$ cat src/rtl/breakout_frame_sched.sv
// Per-frame scheduler for the breakout datapath: sequences paddle, ball, collision
// and brick erase on each PLAY frame, and owns the brick/lives counters and win/lose pulses.
module breakout_frame_sched #(
  parameter int BRICK_NUM = 40,
  parameter int IDX_W     = 6,
  parameter int LIVES     = 3
) (
  input  logic             sys_clk,
  input  logic             sys_rst_n,
  input  logic [1:0]       game_state,
  input  logic             game_reset,
  input  logic             frame_tick,
  output logic             paddle_upd,
  output logic             ball_upd,
  output logic             coll_start,
  input  logic             coll_done,
  input  logic             coll_hit,
  input  logic [IDX_W-1:0] coll_idx,
  input  logic             coll_miss,
  output logic             brick_we,
  output logic [IDX_W-1:0] brick_waddr,
  output logic             ball_serve,
  output logic             win_sig,
  output logic             lose_sig,
  output logic [1:0]       lives,
  output logic [5:0]       bricks_left,
  output logic             frame_overrun
);

  localparam logic [1:0]       ST_PLAY     = 2'b01;
  localparam logic [5:0]       BRICKS_INIT = 6'(BRICK_NUM);
  localparam logic [1:0]       LIVES_INIT  = 2'(LIVES);
  localparam logic [IDX_W:0]   BRICK_LIM   = (IDX_W+1)'(BRICK_NUM);

  typedef enum logic [2:0] {
    S_WAIT, S_PADDLE, S_BALL, S_COLL, S_BRICK, S_CHECK
  } state_t;

  state_t           r_state;
  logic             r_paddle_upd, r_ball_upd, r_coll_start, r_brick_we;
  logic             r_ball_serve, r_win_sig, r_lose_sig;
  logic [IDX_W-1:0] r_brick_waddr;
  logic [1:0]       r_lives;
  logic [5:0]       r_bricks;
  logic             r_overrun;
  logic             r_miss;

  logic             w_idx_ok;
  logic [5:0]       w_bricks_dec;
  logic [5:0]       w_chk_bricks;
  logic             w_chk_miss;
  logic             w_win, w_lose, w_serve;

  assign w_idx_ok     = ({1'b0, coll_idx} < BRICK_LIM);
  assign w_bricks_dec = (r_bricks == 6'd0) ? 6'd0 : r_bricks - 6'd1;

  // The check outcome is registered on entry to S_CHECK, so it must look at the
  // post-erase brick count and at the miss bit being latched in the same edge.
  assign w_chk_bricks = (r_state == S_BRICK) ? w_bricks_dec : r_bricks;
  assign w_chk_miss   = (r_state == S_BRICK) ? r_miss : coll_miss;
  assign w_win        = (w_chk_bricks == 6'd0);
  assign w_lose       = !w_win && w_chk_miss && (r_lives == 2'd1);
  assign w_serve      = !w_win && w_chk_miss && (r_lives > 2'd1);

  always_ff @(posedge sys_clk or negedge sys_rst_n) begin
    if (!sys_rst_n) begin
      r_state       <= S_WAIT;
      r_paddle_upd  <= 1'b0;
      r_ball_upd    <= 1'b0;
      r_coll_start  <= 1'b0;
      r_brick_we    <= 1'b0;
      r_ball_serve  <= 1'b0;
      r_win_sig     <= 1'b0;
      r_lose_sig    <= 1'b0;
      r_brick_waddr <= '0;
      r_lives       <= LIVES_INIT;
      r_bricks      <= BRICKS_INIT;
      r_overrun     <= 1'b0;
      r_miss        <= 1'b0;
    end else begin
      r_paddle_upd <= 1'b0;
      r_ball_upd   <= 1'b0;
      r_coll_start <= 1'b0;
      r_brick_we   <= 1'b0;
      r_ball_serve <= 1'b0;
      r_win_sig    <= 1'b0;
      r_lose_sig   <= 1'b0;
      if (game_reset) begin
        r_state   <= S_WAIT;
        r_lives   <= LIVES_INIT;
        r_bricks  <= BRICKS_INIT;
        r_overrun <= 1'b0;
        r_miss    <= 1'b0;
      end else begin
        if (frame_tick && (r_state != S_WAIT))
          r_overrun <= 1'b1;
        if ((r_state != S_WAIT) && (game_state != ST_PLAY)) begin
          r_state <= S_WAIT;
        end else begin
          case (r_state)
            S_WAIT: begin
              if (frame_tick && (game_state == ST_PLAY)) begin
                r_state      <= S_PADDLE;
                r_paddle_upd <= 1'b1;
              end
            end
            S_PADDLE: begin
              r_state    <= S_BALL;
              r_ball_upd <= 1'b1;
            end
            S_BALL: begin
              r_state      <= S_COLL;
              r_coll_start <= 1'b1;
            end
            S_COLL: begin
              if (coll_done) begin
                r_brick_waddr <= coll_idx;
                r_miss        <= coll_miss;
                if (coll_hit && w_idx_ok) begin
                  r_state    <= S_BRICK;
                  r_brick_we <= (r_bricks != 6'd0);
                end else begin
                  r_state      <= S_CHECK;
                  r_win_sig    <= w_win;
                  r_lose_sig   <= w_lose;
                  r_ball_serve <= w_serve;
                end
              end
            end
            S_BRICK: begin
              r_bricks     <= w_bricks_dec;
              r_state      <= S_CHECK;
              r_win_sig    <= w_win;
              r_lose_sig   <= w_lose;
              r_ball_serve <= w_serve;
            end
            S_CHECK: begin
              if (r_lose_sig)
                r_lives <= 2'd0;
              else if (r_ball_serve)
                r_lives <= r_lives - 2'd1;
              r_state <= S_WAIT;
            end
            default: r_state <= S_WAIT;
          endcase
        end
      end
    end
  end

  // A game_reset cycle must not leak any strobe already registered.
  assign paddle_upd    = r_paddle_upd & ~game_reset;
  assign ball_upd      = r_ball_upd   & ~game_reset;
  assign coll_start    = r_coll_start & ~game_reset;
  assign brick_we      = r_brick_we   & ~game_reset;
  assign ball_serve    = r_ball_serve & ~game_reset;
  assign win_sig       = r_win_sig    & ~game_reset;
  assign lose_sig      = r_lose_sig   & ~game_reset;
  assign brick_waddr   = r_brick_waddr;
  assign lives         = r_lives;
  assign bricks_left   = r_bricks;
  assign frame_overrun = r_overrun;

endmodule

$ cat config.mk
export PLATFORM = sky130hd
export DESIGN_NAME = breakout_frame_sched
export DESIGN_NICKNAME = d
export VERILOG_FILES = /design/src/rtl/breakout_frame_sched.sv
export SDC_FILE = /design/constraint.sdc
export NUM_CORES = 1
export LEC_CHECK = 0
export CAP_MARGIN = 20
export CELL_PAD_IN_SITES_DETAIL_PLACEMENT = 1
export CELL_PAD_IN_SITES_GLOBAL_PLACEMENT = 2
export CORE_AREA = 2 2 59 88
export CTS_CLUSTER_DIAMETER = 60
export CTS_CLUSTER_SIZE = 28
export DETAILED_ROUTE_END_ITERATION = 7
export DIE_AREA = 0 0 61 90
export PLACE_DENSITY_LB_ADDON = 0.25
export SETUP_SLACK_MARGIN = 0.2
export SLEW_MARGIN = 10
export SYNTH_ARGS = -nofsm -noshare
export SYNTH_HDL_FRONTEND = slang
export SYNTH_SLANG_ARGS = --single-unit
$ cat constraint.sdc
create_clock -name sys_clk -period 3.3 [get_ports sys_clk]
set_input_delay 0.495 -clock sys_clk [delete_from_list [all_inputs] [get_ports sys_clk]]
set_output_delay 0.495 -clock sys_clk [all_outputs]
set_load 0.1 [all_outputs]
After elaboration in Yosys (flattened, before gate mapping)
Cells that the tools add are included.
Widths: inputs -> output; s select.
{"block": "word_totals", "ff_bits": 26, "input_bits": 15, "elab_cells": 111, "output_inout_bits": 22}
{"block": "classes", "n_addsub": 2, "n_mux": 52, "bitwise_logic": 9, "reduce_logical": 22, "magnitude_cmp": 2, "n_eq_ne": 11}
{"operator": "$mux 1", "count": 35}
{"operator": "$mux 6", "count": 4}
{"operator": "$pmux 3 s5", "count": 1}
{"operator": "$logic_not 6->1", "count": 2}
{"operator": "$mux 3", "count": 4}
{"operator": "$mux 2", "count": 5}
{"operator": "$ne 4x4->1 const B", "count": 2}
{"operator": "$reduce_bool 2->1", "count": 4}
{"operator": "$and 1x1->1", "count": 7}
{"operator": "$logic_and 1x1->1", "count": 7}
{"operator": "$eq 3x2->1 const B", "count": 2}
{"operator": "$eq 3x3->1 const B", "count": 2}
{"operator": "$lt 6x6->1 const B", "count": 1}
{"operator": "$pmux 1 s2", "count": 3}
{"operator": "$reduce_and 3->1", "count": 2}
{"operator": "$reduce_bool 3->1", "count": 2}
{"operator": "$reduce_bool 6->1", "count": 1}
{"operator": "$sub 6x1->6 const B", "count": 1}
{"operator": "$eq 2x1->1 const B", "count": 2}
{"operator": "$reduce_and 4->1", "count": 1}
{"operator": "$eq 3x1->1 const B", "count": 1}
{"operator": "$logic_not 3->1", "count": 1}
{"operator": "$gt 2x1->1 const B", "count": 1}
{"operator": "$ne 2x1->1 const B", "count": 1}
{"operator": "5 further kinds", "count": 6}

Depth between registers and ports, before layout
Gate-level depths: netlist (run 1).
{"block": "depth", "ltp_word": 12, "ltp_mapped": 7, "mapped_depth_nobuf": 7}

Least setup slack after synthesis (run 1)
Ideal clock, no wire load.
{"block": "synth_path", "path_kind": "input -> output", "startpoint": "input game_reset", "endpoint": "output paddle_upd", "arrival_ps": 2153, "slack_ps": 652, "t_required_ps": 2805, "path_stages": 3, "n_path_buf": 2, "path_cell_list": "buf_4 buf_4 nor2b_1"}
{"block": "synth_via", "elab_chain_cells": 2}
{"element": "start, declared", "line": "11", "rtl": "input logic game_reset,"}
{"element": "$not 1->1 (no line)"}
{"element": "$and 1x1->1", "line": "152", "rtl": "assign paddle_upd = r_paddle_upd & ~game_reset;"}
{"element": "end, declared", "line": "13", "rtl": "output logic paddle_upd,"}
No other way between the ends.

Worst setup path after layout (run 1)
Same ends and word-level chain as after synthesis.

==> results_dict.tcl, run 1 <==
set metrics [dict create \
    status "finished clean" \
    power_leakage_nw 0.7887 \
    via_count 1150 \
    drive_gt1_share_pct 23.16 \
    critical_path_class "input port to output port" \
    synth_cells 142 \
    rows 31 \
    antenna_found_initial 0 \
    fmax_mhz 431.9 \
    synth_edf_count 0 \
    ys_ff_latch 26 \
    io_pins 37 \
    synthToLayoutAreaGrowth_pct 29.63 \
    reg2reg_from "r_state[1]" \
    path_clk_slew_ns 0.09 \
    cts_root_buf "clkbuf_8" \
    multi_input_area_sq_um 678.2 \
    route.detailed.drc 0 \
    min-delay-start "frame_overrun" \
    cap_violations 0 \
    fin_cells 243 \
    seq_area_sq_um 655.6 \
    fp.dieW_microns 61 \
    r2r-end "brick_waddr[1]" \
    hold_path_depth 2 \
    htreeDepth 1 \
    final_cell_mix "22 x dfrtp_1, 21 x clkdlybuf4s50_1, 17 x nor2_1, 17 x buf_4, 11 x nand2_1" \
    grt_overflow 0 \
    slew_viol_final 0 \
    slew_headroom_pct 34.70 \
    place_hpwl_mm 2.738 \
    route.antenna.remaining_nets 0 \
    firstDrtPassIters 4 \
    final.period_utilization_pct 70.16 \
    placed_cells 239 \
    setup_viol 0 \
    cts_sinks 26 \
    fin_crit_ns 2.315 \
    syn_area_sq_um 1419 \
    ctsLongestPathBuffers 2 \
    critPathLaunchType "input port" \
    grt_pass1_wl_mm 5.768 \
    hp-class "flip-flop to flip-flop" \
    tightest_slew_ns 0.9764 \
    power.density_nw_per_um2 535.2 \
    antenna_cells 0 \
    path_cells "clkdlybuf4s50_1, nor2b_1, buf_4" \
    gp_congestion 0.7980 \
    cp.arrival_ns 1.82 \
    cp_data_required_time_ns 2.80 \
    via_per_inst 4.733 \
    wl_per_cell_microns 14.48 \
    die_h_microns 90 \
    finalClockSkew_ns 0.008428 \
    synthArstFlopShare_pct 100.0 \
    cts_tree "yes" \
    drt_iter0_drc 56 \
    r2r_cells 3 \
    port-buffer-count 36 \
    syn_nets 160 \
    cpPeakStageDelay_ns 0.74 \
    finalWirelength_mm 3.519 \
    final_common_cell "dfrtp_1" \
    hold_buffers 0 \
    crit_fanout 15 \
    rsz0062_at_grt "false" \
    yosys_warnings 0 \
    regToRegSetupSlack_ns 1.51 \
    post_cts_resized 0 \
    ys_types 45 \
    vdd_drop_max_mv 0.2775 \
    numCtsBuffers 3 \
    hold_end "frame_overrun" \
    cp_slowest_cell "clkdlybuf4s50_1" \
    start_util_pct 29.74 \
    ys.flop_type "dfrtp_1" \
    ys_seq_area_share_pct 46.21 \
    clk-insertion-delay-late_ns 0.27 \
    finalHoldViolCount 0 \
    grt_max_degree 27 \
    endpoint_kind "output port" \
    finalSetupTns_ns 0 \
    avgSynthCellArea_sq_um 9.992 \
    grt.total_usage_pct 13.91 \
    postCtsSetupBuffers 0 \
    nets 196 \
    fillers 563 \
    grt_pass1_vias 1226 \
    die_area_sq_um 5490 \
    core_area_sq_um 4771 \
]
power breakdown:
group | switching [mW] | internal, mW | total (mW)
sequential | 0.0501 | 0.354 | 0.405
combinational | 0.254 | 0.119 | 0.373
clock | 0.101 | 0.107 | 0.207
cells by family after synthesis:
group                      Yosys count  synth area share (%)
AOI/OAI and AO/OA                   23                 10.85
xor gates and xnor gates             2                 1.235
adders and majority gates            3                 2.646
buffers and inverters               15                 5.996
DFF                                 26                 46.21
muxes                                8                 6.173
and+or+nand+nor                     65                 26.89
metal layers:
metal  up-vias  share of wire (%)  GRT usage (%)
met1       563                 42          16.13
met4         0               0.82          4.891
met2        22                 55          24.82
li1        563                  -              -
met5         -                  0              0
met3         2                2.4          1.871
metrics by stage:
stage | cell area [sq um] | hold slack (ns) | utilization (%) | power, mW | setup WS [ns]
floorplan | 1419 | 0.1994 | - | 0.6984 | 0.6520
global placement | 1784 | 0.4907 | 37.40 | 0.7803 | 0.9617
detailed placement | 1784 | 0.4944 | 37.40 | 0.7878 | 0.9605
CTS | 1839 | 0.5240 | 38.55 | 1.002 | 0.9567
global route | 1839 | 0.5367 | 38.55 | 1.038 | 0.8976
finish | 1839 | 0.5164 | 38.55 | 0.9844 | 0.9847
synth_stat cells (all sizes together), types with 3 or more instances:
| library cell | instances | area, sq um |
|---|---|---|
| nor2b | 9 | 56.30 |
| mux2 | 6 | 67.56 |
| buf | 7 | 55.05 |
| nand2 | 11 | 41.29 |
| a21oi | 5 | 28.78 |
| dfstp | 4 | 105.1 |
| dfrtp | 22 | 550.5 |
| nor2 | 19 | 81.33 |
| ha | 3 | 37.54 |
| o21ai | 6 | 30.03 |
| nor3 | 8 | 61.31 |
| inv | 8 | 30.03 |
state kept, by name, indices dropped and copies added (netlist names):
| name | cells |
|---|---|
| brick_waddr | 6 |
| bricks_left | 6 |
| r_state | 3 |
| lives | 2 |
| frame_overrun | 1 |
| r_ball_serve | 1 |
| r_ball_upd | 1 |
| r_brick_we | 1 |
| r_coll_start | 1 |
| r_lose_sig | 1 |
| r_miss | 1 |
| r_paddle_upd | 1 |
| r_win_sig | 1 |
layout make-up:
class / count / area share, %
tap: 66 / 4.490
clock buffer: 4 / 2.993
multi-input combinational: 101 / 36.87
timing repair buffer: 38 / 18.37
inverter: 8 / 1.633
sequential: 26 / 35.65
worst max-delay path by stage:
stage / from / slack, ns / endpoint / depth (start not counted)
after floorplan: game_reset / 0.65 / paddle_upd / 3
after global placement: game_reset / 0.96 / lose_sig / 3
after detailed placement: game_reset / 0.96 / ball_upd / 3
after CTS: game_reset / 0.96 / paddle_upd / 3
after global routing: game_reset / 0.90 / paddle_upd / 3
final: game_reset / 0.98 / paddle_upd / 3
worst max-delay path: cells and delay by family:
family | cells | cell delay (ns)
buf+inv | 2 | 1.06
simple gates | 1 | 0.26
No activity file was read; power rests on OpenSTA's default activity.
==> run 2, diff against run 1 <==
--- a/config.mk
+++ b/config.mk
@@ -8,11 +8,11 @@
 export CAP_MARGIN = 20
 export CELL_PAD_IN_SITES_DETAIL_PLACEMENT = 1
 export CELL_PAD_IN_SITES_GLOBAL_PLACEMENT = 2
-export CORE_AREA = 2 2 59 88
+export CORE_AREA = 2 2 61 91
 export CTS_CLUSTER_DIAMETER = 60
 export CTS_CLUSTER_SIZE = 28
 export DETAILED_ROUTE_END_ITERATION = 7
-export DIE_AREA = 0 0 61 90
+export DIE_AREA = 0 0 63 93
 export PLACE_DENSITY_LB_ADDON = 0.25
 export SETUP_SLACK_MARGIN = 0.2
 export SLEW_MARGIN = 10
==> constraint.sdc (replaced) <==
create_clock -name sys_clk -period 2.3 [get_ports sys_clk]
set_input_delay 0.345 -clock sys_clk [delete_from_list [all_inputs] [get_ports sys_clk]]
set_output_delay 0.345 -clock sys_clk [all_outputs]
set_load 0.1 [all_outputs]
==> results_dict.tcl, run 2 (synthesis results as in run 1) <==
set metrics [dict create \
    path_clk_slew_ns 0.10 \
    crit_fanout 12 \
    critPathLaunchType "input port" \
    rsz0062_at_grt "false" \
    fin_crit_ns 1.947 \
    endpoint_kind "output port" \
    fillers 611 \
    grt_max_degree 27 \
    rows 32 \
    postCtsSetupBuffers 0 \
    switching_share_pct 39.58 \
    grt_overflow 0 \
    finalHoldViolCount 0 \
    critical_path_class "input port to output port" \
    grt_pass1_wl_mm 6.230 \
    hold_buffers 0 \
    drt_iter0_drc 25 \
    start_util_pct 27.90 \
    final_common_cell "dfrtp_1" \
    clk-insertion-delay-late_ns 0.28 \
    final_cell_mix "21 x dfrtp_1, 20 x buf_4, 17 x nor2_1, 14 x clkdlybuf4s50_1, 11 x nand2_1" \
    route.antenna.remaining_nets 0 \
    cts_root_buf "clkbuf_8" \
    design_area_sq_um 1954 \
    r2r_cells 3 \
    die_h_microns 93 \
    die_area_sq_um 5859 \
    fp.dieW_microns 63 \
    regToRegSetupSlack_ns 0.47 \
    switching_power_uw 600.7 \
    drive_gt1_share_pct 29.44 \
    via_count 1177 \
    finalClockSkew_ns 0.006698 \
    clkPwrFrac_pct 25.6 \
    ctsLongestPathBuffers 2 \
    slew_headroom_pct 64.07 \
    grt_pass1_vias 1240 \
    via_per_inst 4.746 \
    numCtsBuffers 3 \
    finalSetupTns_ns 0 \
    cp.arrival_ns 1.60 \
    r2r-end "brick_waddr[2]" \
    port-buffer-count 36 \
    fmax_mhz 513.6 \
    antenna_found_initial 0 \
    cp_data_required_time_ns 1.96 \
    cts_tree "yes" \
    critical_path.startpoint "game_reset" \
    grt.total_usage_pct 13.50 \
    reg2reg_from "r_state[1]" \
    tightest_slew_ns 0.5372 \
    io_pins 37 \
    nets 199 \
    power.density_nw_per_um2 776.6 \
    slew_viol_final 0 \
    finalWirelength_mm 3.739 \
    status "finished clean" \
    gp_congestion 0.7810 \
    cts_sinks 26 \
    final.period_utilization_pct 84.65 \
    htreeDepth 1 \
    route.detailed.drc 0 \
    wl_per_cell_microns 15.08 \
    place_hpwl_mm 2.952 \
    antenna_cells 0 \
    hp-class "input port to asynchronous set/reset pin" \
    cap_violations 0 \
    synthToLayoutAreaGrowth_pct 37.74 \
    core_area_sq_um 5085 \
    seqPwrFrac_pct 38.1 \
    setup_viol 0 \
    vdd_drop_max_mv 0.5545 \
    firstDrtPassIters 2 \
    post_cts_resized 0 \
    postPlaceCellArea_sq_um 1883 \
    p_int_uw 917.1 \
    power_leakage_nw 0.8414 \
    p_comb_share_pct 36.2 \
]
## run 2: changes by cell type in the layout (fill, tap and decap cells not counted), sizes merged
cell | before | now
buf | 17 | 27
bufinv | 0 | 1
clkbuf | 4 | 3
clkdlybuf4s50 | 21 | 14
## run 2: power groups by stage
| stage | combinational (mW) | clock (mW) | sequential, mW |
|---|---|---|---|
| CTS | 0.556 | 0.399 | 0.579 |
| global route | 0.585 | 0.422 | 0.590 |
| detailed placement | 0.555 | 0 | 0.588 |
| floorplan | 0.265 | 0 | 0.737 |
| finish | 0.550 | 0.389 | 0.579 |
| global placement | 0.544 | 0 | 0.584 |
## run 2: area by class of cell
type	count	area, sq um	share of cell area (%)
multi-input cells	101	680.7	34.83
flip-flops and latches	26	656.9	33.61
repair buffers	41	430.4	22.02
well taps	68	85.08	4.353
clock buffers	3	41.29	2.113
clock inverters	1	30.03	1.536
inverters	8	30.03	1.536
## run 2: through the flow
stage	instances	util (%)	hold slack (ns)	setup slack (ns)	total power [mW]
2_1_floorplan	142	-	0.04941	0.1063	1.002
3_3_place_gp	244	37.03	0.4867	0.3049	1.127
3_5_place_dp	244	37.03	0.4985	0.2411	1.143
4_1_cts	248	38.44	0.4547	0.3255	1.534
5_1_grt	248	38.44	0.4754	0.2737	1.598
6_report	248	38.44	0.4432	0.3531	1.518
## run 2: layer usage
| layer | track usage [%] | up-vias | share of wire [%] |
|---|---|---|---|
| met3 | 2.166 | 5 | 3.6 |
| met4 | 3.889 | 0 | 1.1 |
| li1 | - | 569 | - |
| met1 | 15.28 | 578 | 40 |
| met2 | 25.62 | 25 | 56 |
| met5 | 0 | - | 0 |
## run 2: worst max-delay path: stages
cell	delay, ns
clkdlybuf4s50_1	0.68
nor2b_1	0.35
buf_12	0.21
## run 2: worst max-delay path by stage
stage	end	slack (ns)	depth (start not counted)
6_report	win_sig	0.35	3
5_1_grt	brick_we	0.27	3
3_5_place_dp	brick_waddr[2]	0.24	4
3_3_place_gp	brick_waddr[4]	0.30	3
4_1_cts	brick_we	0.33	3
2_1_floorplan	ball_serve	0.11	2
